<file path="config.mk">
export PLATFORM = sky130hd
export DESIGN_NAME = mtsp_gmb_arbiter
export DESIGN_NICKNAME = d
export VERILOG_FILES = /design/src/rtl/mtsp_gmb_arb_pkg.sv /design/src/rtl/mtsp_gmb_tag_pipe.sv /design/src/rtl/mtsp_gmb_arbiter.sv
export SDC_FILE = /design/constraint.sdc
export NUM_CORES = 2
export LEC_CHECK = 0
export ABC_AREA = 1
export CORE_AREA = 2 2 722 724
export DETAILED_ROUTE_END_ITERATION = 8
export DIE_AREA = 0 0 724 726
export GPL_TIMING_DRIVEN = 0
export HOLD_SLACK_MARGIN = 0.03
export PLACE_DENSITY = 0.33
export SLEW_MARGIN = 25
export SYNTH_ARGS = -nofsm -noshare
export SYNTH_HDL_FRONTEND = slang
export SYNTH_SLANG_ARGS = --single-unit
</file>
<file path="constraint.sdc">
create_clock -name CLK -period 4.9 [get_ports CLK]
set_input_delay 1.225 -clock CLK [delete_from_list [all_inputs] [get_ports CLK]]
set_output_delay 1.225 -clock CLK [all_outputs]
set_load 0.05 [all_outputs]
</file>
<file path="src/rtl/mtsp_gmb_arb_pkg.sv">
// rtl/mtsp_gmb_arb_pkg.sv - shared types and round-robin pick for the GMB arbiter
package mtsp_gmb_arb_pkg;

  localparam int MAX_REQ  = 8;
  localparam int ID_WIDTH = 3;

  typedef enum logic {
    IDLE  = 1'b0,
    BURST = 1'b1
  } arb_state_e;

  typedef struct packed {
    logic                valid;
    logic [ID_WIDTH-1:0] id;
  } tag_t;

  // First set bit of mask at or above ptr, wrapping within the lowest n bits.
  function automatic logic [MAX_REQ-1:0] rr_pick(
    input logic [MAX_REQ-1:0]  mask,
    input logic [ID_WIDTH-1:0] ptr,
    input int                  n
  );
    logic [MAX_REQ-1:0] onehot;
    logic               found;
    int                 idx;
    onehot = '0;
    found  = 1'b0;
    for (int k = 0; k < MAX_REQ; k++) begin
      idx = int'(ptr) + k;
      if (idx >= n) idx = idx - n;
      if ((k < n) && !found && mask[idx[ID_WIDTH-1:0]]) begin
        onehot[idx[ID_WIDTH-1:0]] = 1'b1;
        found = 1'b1;
      end
    end
    return onehot;
  endfunction

endpackage

</file>
<file path="src/rtl/mtsp_gmb_tag_pipe.sv">
// rtl/mtsp_gmb_tag_pipe.sv - read-tag shift register predicting GMB output-enable
module mtsp_gmb_tag_pipe
  import mtsp_gmb_arb_pkg::*;
#(
  parameter int DEPTH = 2
) (
  input  logic                clk,
  input  logic                rst_n,
  input  tag_t                push_tag,
  output logic                exp_oe,
  output logic [ID_WIDTH-1:0] tail_id,
  output logic                any_valid
);

  tag_t stage_q [DEPTH];

  always_ff @(posedge clk or negedge rst_n) begin
    if (!rst_n) begin
      for (int i = 0; i < DEPTH; i++) stage_q[i] <= '0;
    end else begin
      stage_q[0] <= push_tag;
      for (int i = 1; i < DEPTH; i++) stage_q[i] <= stage_q[i-1];
    end
  end

  assign exp_oe  = stage_q[DEPTH-1].valid;
  assign tail_id = stage_q[DEPTH-1].id;

  always_comb begin
    any_valid = 1'b0;
    for (int i = 0; i < DEPTH; i++) any_valid = any_valid | stage_q[i].valid;
  end

endmodule

</file>
<file path="src/rtl/mtsp_gmb_arbiter.sv">
// rtl/mtsp_gmb_arbiter.sv - round-robin GMB arbiter with burst lock and read-return routing
module mtsp_gmb_arbiter
  import mtsp_gmb_arb_pkg::*;
#(
  parameter int NUM_REQ      = 4,
  parameter int ADDR_WIDTH   = 12,
  parameter int DATA_WIDTH   = 256,
  parameter int READ_LATENCY = 2,
  parameter int MAX_BURST    = 4
) (
  input  logic                          CLK,
  input  logic                          nRST,
  input  logic                          EN,
  input  logic [NUM_REQ-1:0]            REQ_VALID,
  output logic [NUM_REQ-1:0]            REQ_READY,
  input  logic [NUM_REQ-1:0]            REQ_WE,
  input  logic [NUM_REQ-1:0]            REQ_LOCK,
  input  logic [NUM_REQ*ADDR_WIDTH-1:0] REQ_ADDR,
  input  logic [NUM_REQ*DATA_WIDTH-1:0] REQ_DIN,
  output logic                          GMB_CE,
  output logic                          GMB_WE,
  output logic [ADDR_WIDTH-1:0]         GMB_ADDR,
  output logic [DATA_WIDTH-1:0]         GMB_DIN,
  input  logic                          GMB_OE,
  input  logic [DATA_WIDTH-1:0]         GMB_DOUT,
  output logic [NUM_REQ-1:0]            RSP_VALID,
  output logic [DATA_WIDTH-1:0]         RSP_DATA,
  output logic                          BUSY,
  output logic                          ERR_OE
);

  localparam int PTR_W = $clog2(NUM_REQ);
  localparam int CNT_W = $clog2(MAX_BURST + 1);

  arb_state_e          state_q, state_d;
  logic [PTR_W-1:0]    ptr_q, ptr_d;
  logic [PTR_W-1:0]    owner_q, owner_d;
  logic [CNT_W-1:0]    cnt_q, cnt_d, cnt_inc;
  logic [MAX_REQ-1:0]  rr_onehot;
  logic [NUM_REQ-1:0]  grant;
  logic [PTR_W-1:0]    win_idx;
  logic                grant_any;
  logic                owner_valid;
  logic                burst_hold;
  tag_t                cmd_tag;
  logic                exp_oe;
  logic [ID_WIDTH-1:0] tail_id;
  logic                tags_busy;
  logic [NUM_REQ-1:0]  rsp_onehot;

  assign rr_onehot = rr_pick(MAX_REQ'(REQ_VALID), ID_WIDTH'(ptr_q), NUM_REQ);

  generate
    if (NUM_REQ < MAX_REQ) begin : g_rr_pad
      logic unused_rr_hi;
      assign unused_rr_hi = ^rr_onehot[MAX_REQ-1:NUM_REQ];
    end
  endgenerate

  assign owner_valid = REQ_VALID[owner_q];
  assign burst_hold  = (state_q == BURST) && owner_valid;
  assign cnt_inc     = cnt_q + 1'b1;

  always_ff @(posedge CLK or negedge nRST) begin
    if (!nRST) begin
      state_q <= IDLE;
      ptr_q   <= '0;
      owner_q <= '0;
      cnt_q   <= '0;
    end else begin
      state_q <= state_d;
      ptr_q   <= ptr_d;
      owner_q <= owner_d;
      cnt_q   <= cnt_d;
    end
  end

  // A vanished owner ends the burst and lets normal arbitration pick in the same cycle.
  always_comb begin
    state_d = state_q;
    ptr_d   = ptr_q;
    owner_d = owner_q;
    cnt_d   = cnt_q;
    if (grant_any) begin
      ptr_d = (win_idx == PTR_W'(NUM_REQ - 1)) ? '0 : win_idx + 1'b1;
      if (burst_hold) begin
        cnt_d = cnt_inc;
        if (!REQ_LOCK[win_idx] || (cnt_inc >= CNT_W'(MAX_BURST))) state_d = IDLE;
      end else if (REQ_LOCK[win_idx] && (MAX_BURST > 1)) begin
        state_d = BURST;
        owner_d = win_idx;
        cnt_d   = CNT_W'(1);
      end else begin
        state_d = IDLE;
      end
    end else if ((state_q == BURST) && EN && !owner_valid) begin
      state_d = IDLE;
    end
  end

  always_comb begin
    grant = '0;
    if (EN) begin
      if (burst_hold) grant[owner_q] = 1'b1;
      else            grant = rr_onehot[NUM_REQ-1:0];
    end
  end

  assign REQ_READY = grant;
  assign grant_any = |grant;

  always_comb begin
    win_idx = '0;
    for (int i = 0; i < NUM_REQ; i++) begin
      if (grant[i]) win_idx = PTR_W'(i);
    end
  end

  always_ff @(posedge CLK or negedge nRST) begin
    if (!nRST) begin
      GMB_CE   <= 1'b0;
      GMB_WE   <= 1'b0;
      GMB_ADDR <= '0;
      GMB_DIN  <= '0;
      cmd_tag  <= '0;
    end else if (grant_any) begin
      GMB_CE        <= 1'b1;
      GMB_WE        <= REQ_WE[win_idx];
      GMB_ADDR      <= REQ_ADDR[win_idx*ADDR_WIDTH +: ADDR_WIDTH];
      GMB_DIN       <= REQ_DIN[win_idx*DATA_WIDTH +: DATA_WIDTH];
      cmd_tag.valid <= ~REQ_WE[win_idx];
      cmd_tag.id    <= ID_WIDTH'(win_idx);
    end else begin
      GMB_CE  <= 1'b0;
      cmd_tag <= '0;
    end
  end

  mtsp_gmb_tag_pipe #(
    .DEPTH(READ_LATENCY)
  ) u_tag_pipe (
    .clk      (CLK),
    .rst_n    (nRST),
    .push_tag (cmd_tag),
    .exp_oe   (exp_oe),
    .tail_id  (tail_id),
    .any_valid(tags_busy)
  );

  always_comb begin
    rsp_onehot = '0;
    for (int i = 0; i < NUM_REQ; i++) rsp_onehot[i] = (tail_id == ID_WIDTH'(i));
  end

  // Any OE that disagrees with the tag pipe is sticky; a stray OE never reaches a requester.
  always_ff @(posedge CLK or negedge nRST) begin
    if (!nRST) begin
      RSP_VALID <= '0;
      RSP_DATA  <= '0;
      ERR_OE    <= 1'b0;
    end else begin
      ERR_OE <= ERR_OE | (GMB_OE ^ exp_oe);
      if (GMB_OE && exp_oe) begin
        RSP_VALID <= rsp_onehot;
        RSP_DATA  <= GMB_DOUT;
      end else begin
        RSP_VALID <= '0;
      end
    end
  end

  assign BUSY = GMB_CE | tags_busy | (|RSP_VALID);

endmodule

</file>
==> flow_summary.yaml <==
placement:
  gp_congestion: 0.943
  dp_hpwl_um: 374000
  io_buffers: 1879
worst_setup_path:
  crit_chain: "clkdlybuf4s50_1 > nand2_1 > nand3_1 > nand2_2 > nand3_2 > nor2_1 > nor2_1 > nand3_2 > nand2_2 > buf_2 > inv_1 > clkdlybuf4s18_2"
  timing.rr.start: "ptr_q[1]$_DFFE_PN0N_"
  crit_path_end: "REQ_READY[3]"
  worstSetupEndpointType: "output pin"
  worst_path_largest_cell_delay_ns: 0.59
  r2r_cells: 19
  crit_slowest_cell: "clkdlybuf4s50_1"
  r2r_slack_ns: 0.28
  required_ns: 3.67
  cp_max_fo: 10
  cp-startpoint: "REQ_VALID[1]"
  critPathLaunchType: "primary input"
  crit_type: "in2out"
  r2r-end: "GMB_DIN[14]$_DFFE_PN0N_"
  crit_arrival_ns: 3.52
clock_network:
  clk_latency_ns: 0.85
  clk_pin_slew_ns: 0.06
  cts_hold_buffers: 0
  cts.path.max_buffers: 4
  ctsHtreeMaxLevel: 3
  cts_sinks: 548
  cts_made_buffers: 91
  cts_tree: "done"
  cts_root_buffer: "clkbuf_16"
detailed_routing:
  ant_nets: 0
  num_vias: 39000
  route.detailed.drc: 0
  vias_per_cell: 2.95
  drt-wirelength-per-cell_um: 32.0
  drt_iter0_markers: 3146
  wl_um: 422000
  first_pass_iters: 7
synth:
  yosysUniqueCellTypes: 31
  synth_edf_count: 0
  muxShareOfSynthArea: 0
  synth_top_family_by_area: "simple AND/OR/NAND/NOR gates"
  synth_compound_area_frac: 0.133
  postSynthAreaPerCell_um2: 6.96
  synthAdderAreaFrac: 0.00390
  ys_ff_latch: 548
  yosysSeqAreaShare: 0.475
  synth.area.top_cells: "dfrtp_1 (47%), nor2_1 (17%), nand2_1 (14%)"
  async_reset_ff_frac: 1.00
  syn_area_um2: 28900
  synthesis.nets: 5503
  yosys_warnings: 0
  synthSimpleGateAreaFrac: 0.334
  synth_top_flop_cell: "dfrtp_1"
  synth_top_area_share: 0.475
  synth_top_area_cell: "dfrtp_1"
  synthCells: 4150
  synth_xor_area_frac: 0.000303
sta:
  clock.fmax_mhz: 211
  hold_viol_final: 0
  fin_crit_ns: 4.74
  setup-violations-final: 0
  timing.final.crit_share: 0.968
  fin_skew_ns: 0.0450
  relSlewSlack: 0.160
  rsz0062_at_grt: "no"
  tightest_slew_ns: 1.25
  slew_viol_final: 0
power_and_ir_drop:
  swShare: 0.636
  p_clk_frac: 0.121
  ir_drop_mv: 0.582
  power_density_nw_per_um2: 996
  comb_power_share: 0.738
  p_switching_uw: 38000
  finalPower_uw: 59700
  seqPwrFrac: 0.141
  leakage_uw: 0.0234
  p_int_uw: 21700
global_route:
  track_usage: 0.154
  grt_max_degree: 76
  antenna_found_initial: 289
  grt_pass1_wl_um: 506000
  grt_pass1_vias: 38100
  overflow: 0
layout:
  utilization: 0.116
  final_layout_size_suffix_gt1_frac: 0.0645
  nNetsFinal: 7491
  regArea_um2: 13700
  syn_to_final_growth_pct: 108
  multi_input_area_um2: 13700
  num-fill-cells: 60500
run:
  maxCapViolations: 0
floorplan:
  dieArea_um2: 526000
  core-area_um2: 519000
  rows: 265
  die_w_um: 724
  start_util: 0.0557
  io-pin-count: 1880
  dieHeight_um: 726
outcome:
  status: "finished clean"
hold_path:
  hold_class: "in2async"
[stage by stage]
step           worst slack [ns]  hold WS [ns]  cells  setup TNS, ns  area [um2]
3_5_place_dp              -1.26         0.340  13000         -66.27       56800
5_1_grt                 0.00860         0.193  13200              0       59900
2_1_floorplan              1.25         0.331   4150              0       28900
6_report                  0.158         0.259  13200              0       60000
3_3_place_gp             -29.32         0.336  13000              -       56400
4_1_cts                  0.0182         0.164  13100              0       59900
[worst min-delay path by stage]
stage                                          startpoint                               to  slack (ns)  cells after the start
after CTS                                            nRST        RSP_DATA[237]$_DFFE_PN0P_        0.16                      1
after detailed placement  u_tag_pipe.stage_q[5]$_DFF_PN0_  u_tag_pipe.tail_id[1]$_DFF_PN0_        0.34                      0
final                                                nRST        RSP_DATA[237]$_DFFE_PN0P_        0.26                      1
after global placement    u_tag_pipe.stage_q[5]$_DFF_PN0_  u_tag_pipe.tail_id[1]$_DFF_PN0_        0.34                      0
after floorplan                      cmd_tag[0]$_DFF_PN0_  u_tag_pipe.stage_q[4]$_DFF_PN0_        0.33                      0
after global routing                                 nRST        RSP_DATA[237]$_DFFE_PN0P_        0.19                      1
[worst max-delay path, delay by kind of cell]
kind / cells / cell delay (ns)
buffers and inverters: 4 / 1.34
AND/OR/NAND/NOR: 8 / 0.90
[cell usage after synthesis, types with 5 or more instances]
master	count
nor2_1	1303
nand2_1	1089
dfrtp_1	548
o21ai_0	515
o21ai_1	171
clkbuf_1	142
buf_2	109
nor3_1	69
o22ai_1	64
buf_4	29
inv_1	25
nand3_1	22
buf_6	10
ha_1	9
inv_2	7
nand2_2	7
buf_1	5
[per-layer routing]
metal,global-route usage,vias to the layer above,share of wire
li1,-,17300,-
met1,0.171,18800,0.37
met2,0.276,2069,0.50
met3,0.0528,605,0.091
met4,0.0449,136,0.035
met5,0,-,0.0021
[repair_timing]
action / in CTS / in global routing
gates resized for setup: 9 / 7
endpoints found under the setup margin: 12 / 8
buffers inserted: 0 / 0
[cells in the final DEF, fill, tap and decap left out, drive strengths merged, types with 2 or more instances in the layout]
cell           count
o22ai             64
ha                 9
nor2            1307
dlygate4sd2        2
nor3              69
nand4              4
clkdlybuf4s50   1852
or2                2
diode             63
o21ai            686
nand2           1100
inv               38
clkinvlp           7
nand3             25
clkbuf           261
buf              195
dfrtp            548
nand3b             2
bufinv            11
clkinv            19
[area by class of cell]
type,count,area share
Buffer,293,0.0241
Sequential cell,548,0.229
Clock inverter,40,0.00903
Timing Repair Buffer,1897,0.318
Clock buffer,121,0.0428
Inverter,35,0.00227
Multi-Input combinational cell,3272,0.228
Tap cell,6942,0.145
Antenna cell,63,0.00263
[cells by family after synthesis]
kind of cell,Yosys count
xor gates and xnor gates,1
and+or+nand+nor,2510
AOI/OAI and AO/OA,752
adders and majority gates,9
DFF,548
buffers and inverters,330
[sequential cells by signal, summed over array words and instances, names as in the netlist]
signal	flops
cnt_q	3
ERR_OE	1
ptr_q	2
state_q	1
cmd_tag	3
GMB_DIN	256
RSP_VALID	4
GMB_ADDR	12
GMB_CE	1
u_tag_pipe.tail_id	2
owner_q	2
GMB_WE	1
u_tag_pipe.exp_oe	1
u_tag_pipe.stage_q	3
RSP_DATA	256
[power groups by stage]
stage                     registers, uW  clock network, uW  logic, uW
after detailed placement           8430                  0      45400
after global placement             8470                  0      45300
final                              8400               7260      44100
after floorplan                   15500                  0      13800
after CTS                          8400               7570      45500
after global routing               8660               7660      47000
No activity file was read; power rests on OpenSTA's default activity.
